--- src/rtl/usr_reg_version_ctrl_pkg.sv ---
// Shared types and constants for the user-register version controller.
// Relock support is selected in the top file by the USR_REG_RELOCK_EN macro.
package usr_reg_version_ctrl_pkg;

    localparam int unsigned WORD_W = 32;

    typedef enum logic [1:0] {
        StWaitValid = 2'd0,
        StQualify   = 2'd1,
        StLocked    = 2'd2,
        StFault     = 2'd3
    } state_t;

    localparam logic [1:0] SEL_RAW    = 2'd0;
    localparam logic [1:0] SEL_VER    = 2'd1;
    localparam logic [1:0] SEL_DATE   = 2'd2;
    localparam logic [1:0] SEL_STATUS = 2'd3;

    localparam int unsigned STAT_RELOCK_BIT = 0;
    localparam int unsigned STAT_VALID_BIT  = 1;
    localparam int unsigned STAT_READY_BIT  = 2;
    localparam int unsigned STAT_FAULT_BIT  = 3;

    function automatic logic [WORD_W-1:0] fieldDecode(input logic [WORD_W-1:0] word,
                                                      input logic [1:0]        sel,
                                                      input logic [3:0]        status);
        logic [WORD_W-1:0] res;
        res = '0;
        unique case (sel)
            SEL_RAW:    res = word;
            SEL_VER:    res = {16'h0, word[15:0]};
            SEL_DATE:   res = {16'h0, word[31:16]};
            SEL_STATUS: res = {28'h0, status};
            default:    res = '0;
        endcase
        return res;
    endfunction

endpackage

--- src/rtl/cdc_sync_bit.sv ---
// Two-flop synchroniser for a single asynchronous level into the fabric clock.
module cdc_sync_bit (
    input  logic clk,
    input  logic rst,
    input  logic d,
    output logic q
);

    logic meta;
    logic stable;

    always_ff @(posedge clk) begin
        if (rst) begin
            meta   <= 1'b0;
            stable <= 1'b0;
        end else begin
            meta   <= d;
            stable <= meta;
        end
    end

    assign q = stable;

endmodule

--- src/rtl/usr_reg_version_ctrl.sv ---
// Qualifies the USR_ACCESS user word, locks it once stable and serves field reads to two
// requesters through a round-robin arbiter. Define USR_REG_RELOCK_EN to enable relock.
module usr_reg_version_ctrl
    import usr_reg_version_ctrl_pkg::*;
#(
    parameter int unsigned STABLE_COUNT   = 16,
    parameter int unsigned TIMEOUT_CYCLES = 65535
) (
    input  logic              clk,
    input  logic              rst,
    input  logic [WORD_W-1:0] usr_data,
    input  logic              usr_valid,
    input  logic              relock,
    input  logic [1:0]        req,
    input  logic [3:0]        sel,
    output logic [1:0]        gnt,
    output logic [WORD_W-1:0] rd_data,
    output logic              rd_valid,
    output logic              rd_err,
    output logic              version_ready,
    output logic              fault
);

`ifdef USR_REG_RELOCK_EN
    localparam logic RELOCK_COMPILED = 1'b1;
`else
    localparam logic RELOCK_COMPILED = 1'b0;
`endif

    localparam logic [7:0]  STAB_LAST   = 8'(STABLE_COUNT - 1);
    localparam logic [15:0] TIMEOUT_LIM = 16'(TIMEOUT_CYCLES);

    logic              validS;
    logic              relockHit;
    logic [WORD_W-1:0] sampleQ, prevQ;
    state_t            stateQ, stateD;
    logic [7:0]        stabCntQ, stabCntD;
    logic [15:0]       toCntQ, toCntD;
    logic [WORD_W-1:0] lockedWordQ, lockedWordD;

    logic [1:0]        gntQ, pick, eligible;
    logic              ptrQ;
    logic              arbActive;
    logic [1:0]        selG;
    logic [3:0]        status;
    logic [WORD_W-1:0] rdDataQ, readWord;
    logic              rdValidQ, rdErrQ;

`ifdef USR_REG_RELOCK_EN
    assign relockHit = relock;
`else
    logic unusedRelock;
    assign unusedRelock = relock;
    assign relockHit    = 1'b0;
`endif

    cdc_sync_bit uValidSync (
        .clk (clk),
        .rst (rst),
        .d   (usr_valid),
        .q   (validS)
    );

    always_ff @(posedge clk) begin
        if (rst) begin
            sampleQ     <= '0;
            prevQ       <= '0;
            stateQ      <= StWaitValid;
            stabCntQ    <= '0;
            toCntQ      <= '0;
            lockedWordQ <= '0;
        end else begin
            sampleQ     <= usr_data;
            prevQ       <= sampleQ;
            stateQ      <= stateD;
            stabCntQ    <= stabCntD;
            toCntQ      <= toCntD;
            lockedWordQ <= lockedWordD;
        end
    end

    always_comb begin
        stateD      = stateQ;
        stabCntD    = stabCntQ;
        lockedWordD = lockedWordQ;
        toCntD      = toCntQ;
        if (stateQ != StLocked && toCntQ != TIMEOUT_LIM) begin
            toCntD = toCntQ + 16'd1;
        end
        if (relockHit) begin
            toCntD = '0;
        end

        unique case (stateQ)
            StWaitValid: begin
                stabCntD = '0;
                if (toCntQ == TIMEOUT_LIM) begin
                    stateD = StFault;
                end else if (validS) begin
                    stateD = StQualify;
                end
            end
            StQualify: begin
                if (toCntQ == TIMEOUT_LIM) begin
                    stateD = StFault;
                end else if (!validS) begin
                    stabCntD = '0;
                    stateD   = StWaitValid;
                end else if (sampleQ == prevQ) begin
                    if (stabCntQ == STAB_LAST) begin
                        lockedWordD = sampleQ;
                        stateD      = StLocked;
                    end else begin
                        stabCntD = stabCntQ + 8'd1;
                    end
                end else begin
                    // Any change restarts the stability run, even on the terminal count.
                    stabCntD = '0;
                end
            end
            StLocked, StFault: begin
                if (relockHit) begin
                    lockedWordD = '0;
                    stabCntD    = '0;
                    stateD      = StWaitValid;
                end
            end
            default: stateD = StWaitValid;
        endcase
    end

    assign version_ready = (stateQ == StLocked);
    assign fault         = (stateQ == StFault);
    assign arbActive     = version_ready | fault;

    always_comb begin
        status                  = '0;
        status[STAT_RELOCK_BIT] = RELOCK_COMPILED;
        status[STAT_VALID_BIT]  = validS;
        status[STAT_READY_BIT]  = version_ready;
        status[STAT_FAULT_BIT]  = fault;

        // A requester granted last cycle sits out this one.
        eligible = req & ~gntQ & {2{arbActive}};
        if (eligible == 2'b11) begin
            pick = ptrQ ? 2'b10 : 2'b01;
        end else begin
            pick = eligible;
        end

        selG = pick[1] ? sel[3:2] : sel[1:0];
        if (fault) begin
            readWord = (selG == SEL_STATUS) ? {28'h0, status} : '0;
        end else begin
            readWord = fieldDecode(lockedWordQ, selG, status);
        end
    end

    always_ff @(posedge clk) begin
        if (rst) begin
            gntQ     <= '0;
            ptrQ     <= 1'b0;
            rdDataQ  <= '0;
            rdValidQ <= 1'b0;
            rdErrQ   <= 1'b0;
        end else begin
            gntQ     <= pick;
            rdValidQ <= |pick;
            rdDataQ  <= (|pick) ? readWord : '0;
            rdErrQ   <= (|pick) & fault;
            if (|pick) begin
                ptrQ <= ~pick[1];
            end
        end
    end

    assign gnt      = gntQ;
    assign rd_data  = rdDataQ;
    assign rd_valid = rdValidQ;
    assign rd_err   = rdErrQ;

endmodule
--- config.mk ---
export PLATFORM = sky130hd
export DESIGN_NAME = usr_reg_version_ctrl
export DESIGN_NICKNAME = d
export VERILOG_FILES = /design/src/rtl/usr_reg_version_ctrl_pkg.sv /design/src/rtl/cdc_sync_bit.sv /design/src/rtl/usr_reg_version_ctrl.sv
export SDC_FILE = /design/constraint.sdc
export NUM_CORES = 1
export LEC_CHECK = 0
export BUFFER_PORTS_ARGS = -buffer_cell sky130_fd_sc_hd__buf_2
export CAP_MARGIN = 20
export CORE_MARGIN = 3
export CORE_UTILIZATION = 51
export CTS_CLUSTER_SIZE = 20
export DETAILED_ROUTE_END_ITERATION = 6
export PLACE_DENSITY = 0.86
export SETUP_SLACK_MARGIN = 0.15
export SLEW_MARGIN = 30
export SYNTH_ARGS = -nofsm -noshare
export SYNTH_HDL_FRONTEND = slang
export SYNTH_SLANG_ARGS = --single-unit
--- constraint.sdc ---
create_clock -name clk -period 2.1 [get_ports clk]
set_clock_uncertainty 0.05 [all_clocks]
set_input_delay 0.105 -clock clk [delete_from_list [all_inputs] [get_ports clk]]
set_output_delay 0.105 -clock clk [all_outputs]
set_load 0.1 [all_outputs]
==> summary.txt <==
Worst hold path
  – Hold Crit Class: in -> reg
  – Hold Path Depth: 4
  – HP Start: req[1]
  – Hold Path End: gnt[0]$_SDFF_PP0_

Final layout
  – Synthesis-to-layout area growth: 31.22%
  – ANT cells: 0
  – FILL cells: 707
  – Share of cells above drive strength 1: 0.2500
  – Nets@finish: 763
  – Fin area: 7861 µm²

Critical path
  – Crit. Startpoint: sampleQ[6]$_SDFF_PP0_
  – WS Path Type: reg -> reg
  – Critical path's slowest cell: or4_4
  – CP Capture Type: flip-flop
  – FF-to-FF End: lockedWordQ[14]$_SDFFE_PP0P_
  – WP data required: 2.34 ns
  – CP max FO: 32
  – Worst r2r src: sampleQ[6]$_SDFF_PP0_
  – Critical path, cell by cell: xor2_1 > or4_4 > nor2_4 > nand4_1 > buf_12 > o311ai_4 > nand2_1
  – Max stage delay on crit path: 0.55 ns
  – Worst reg2reg path depth: 7
  – Slack of the worst reg-to-reg path: -0.01 ns
  – Critical Path AT: 2.35 ns
  – CP Launch Type: flip-flop

STA
  – Final hold violation count: 0
  – Period utilization: 1.006
  – Relative slew slack: 0.6697
  – Final setup margin: -0.01293 ns
  – Min cycle time layout: 2.113 ns
  – Slew Limit Fails: 0
  – RSZ-0062 raised after global routing: true
  – Maximum clock rate: ~0.47 GHz
  – Worst Max-Slew Pin Slew: 0.4989 ns
  – Final setup violation count: 1

Detailed routing
  – Vias per std cell: 5.636
  – DR vias: 4,915
  – # DRC: 0
  – Antenna-violating nets left: 0
  – Final wirelength: 14.64 mm
  – Router iterations before antenna repair: 5
  – WL per Instance: 16.79 µm
  – DRT iter0 DRCs: 355

Power and ir drop
  – Leakage: 3.352 nW
  – Clock Power Share: 0.483
  – Sw Pwr: about 1.5 mW
  – VDD IR max: 584.9 µV
  – PD cells: between 800 and 900 nW/µm²
  – Seq pwr share: 0.471
  – Sw Ratio: 0.2259
  – Tot Pwr: 6.717 mW
  – Pint: 5.200 mW
  – Gate power share: 0.047

Synthesis
  – Syn avg cell area: 10.03 µm²
  – Synth Net Count: 641
  – Commonest cells post-synth: dfxtp_1 (161), nor2b_1 (67), nand3_1 (45), nand2_1 (42), xor2_1 (33)
  – Syn Inst Count: 597
  – Unique cell type count in the Yosys netlist: 52
  – Dominant cell by count in the synthesized netlist: dfxtp_1
  – Top FF cell, synth: dfxtp_1
  – Post-synth ARST share: 0
  – Mapped Area: 5991 µm²
  – Number of synthesized flops with an enable pin: 0
  – Register bit total from synthesis: 161
  – Yosys top cell by area: dfxtp_1
  – YS warnings: 0
  – Largest cells by area after synthesis: dfxtp_1 (54%), nor2b_1 (7.0%), xor2_1 (4.8%)
  – Share of the synthesized area in the top cell type: 0.5380
  – Sequential-to-total area share from yosys stat: 0.5380

Place
  – Gpl congestion: 0.8760
  – Placed Area: roughly 6600 µm²
  – Buffers on Ports: 78
  – Dpl ws: about 0.013 ns
  – HPWL Detailed: 9.409 mm

Floorplan
  – Die width: 114.4 µm
  – Ports: 80
  – Core area: 11,170 µm²
  – Row Count: 38
  – Die ar.: 13,080 µm²
  – Die height: 114.4 µm
  – Starting Density: 0.5362

Clocking
  – Clk sink count: 161
  – Clock buffer depth: 2
  – CTS tree: yes
  – CTS Buf Count: 17
  – H-tree depth: 4
  – Clk root buf: clkbuf_16
  – Clock slew at reported path FFs: around 0.06 ns
  – Worst skew pair latency: 0.43 ns

Global route
  – Total gr overflow: 0
  – GR Util met3: 0.05338
  – Global-route wire length before repair: 23.18 mm
  – Largest net degree at the start of global routing: 79
  – M1 GR Usage: 0.2757
  – GR peak layer: met2
  – Initial antenna violation count: 0
  – Vias in the first global route: 4,793
  – Met2 Use GR: 0.3892
  – GR Util All Layers: 0.2244

Run status
  – Failing checks: negative setup slack
  – Status: finished with violations

Run
  – Max_cap viols: 0
## per-layer routing
layer / wire length, µm / vias up
li1: - / 2337
met2: 7383 / 184
met4: 230 / 0
met1: 6143 / 2372
met3: 887 / 22
met5: 0 / -
## area by class of cell
cell class                 instances  area (µm²)  share of cell area
clock buffer                      18       429.2             0.05459
clock inverter                    14       193.9             0.02467
inverter                          14       52.55            0.006685
multi-input combinational        389        2800              0.3562
sequential                       161        3238              0.4119
tap                              140       175.2             0.02228
timing repair buffer             136       972.2              0.1237
## worst max-delay path: cells and delay by family (launching register included)
family | cells | cell delay (ns)
AOI/OAI and AO/OA | 1 | 0.25
xor gates and xnor gates | 1 | 0.17
buffers and inverters | 1 | 0.21
DFF | 1 | 0.33
and+or+nand+nor | 4 | 0.95
## flip-flops by register name, indices dropped and copies added, names as in the netlist
| register | cells |
|---|---|
| gnt | 2 |
| lockedWordQ | 32 |
| prevQ | 32 |
| ptrQ | 1 |
| rd_data | 32 |
| rd_err | 1 |
| rd_valid | 1 |
| sampleQ | 32 |
| stabCntQ | 8 |
| stateQ | 2 |
| toCntQ | 16 |
| uValidSync.meta | 1 |
| uValidSync.q | 1 |
## logic make-up after synthesis
group,synth area share
compound gates,0.1059
mux,0.01274
buf+inv,0.03300
simple gates,0.2419
fa+ha+maj,0.004176
xor+xnor,0.06433
flops,0.5380
## through the flow
stage,setup TNS (ns),utilization,cells,hold WS [ns]
after CTS,0,0.6896,871,0.07382
final,-0.01293,0.7036,872,0.07503
after detailed placement,0,0.5931,802,0.2680
after global routing,-1.256,0.7036,872,0.1097
after global placement,0,0.5931,802,0.2651
after floorplan,0,-,597,0.1700
## power groups by stage
stage | Clock (mW) | Combinational [mW] | Sequential, mW
final | 3.24 | 0.313 | 3.16
after global routing | 3.39 | 0.339 | 3.17
after CTS | 3.28 | 0.297 | 3.16
after detailed placement | 0 | 0.242 | 3.23
after global placement | 0 | 0.232 | 3.22
after floorplan | 0 | 0.157 | 3.21
## worst max path at each step
stage,end,slack (ns),depth (start not counted)
3_5_place_dp,stabCntQ[0]$_SDFFE_PP0P_,0.01,7
6_report,lockedWordQ[14]$_SDFFE_PP0P_,-0.01,7
3_3_place_gp,stabCntQ[0]$_SDFFE_PP0P_,0.06,7
5_1_grt,lockedWordQ[22]$_SDFFE_PP0P_,-0.09,8
2_1_floorplan,rd_data[21]$_SDFF_PP0_,0.09,8
4_1_cts,lockedWordQ[28]$_SDFFE_PP0P_,0.007,8
## layout by cell type, fill, tap and decap left out, types with 15 or more instances in the layout
cell,synthesis,routed
nor2b_1,67,67
buf_2,8,77
nand2_1,42,42
buf_4,1,15
dlygate4sd3_1,0,35
xor2_1,33,33
nand3_1,45,45
nor2_1,29,26
o311ai_1,30,24
clkbuf_16,0,17
and2_1,22,22
dfxtp_1,161,155
## what timing repair did
item	CTS	global route
setup endpoints to repair	68	71
resized for setup	19	26
hold buffers	35	0
buffers inserted	2	1
gates cloned	0	0
pin swaps	5	4
hold endpoints to repair	40	0
Note: power is estimated with default switching activity, not from simulation.
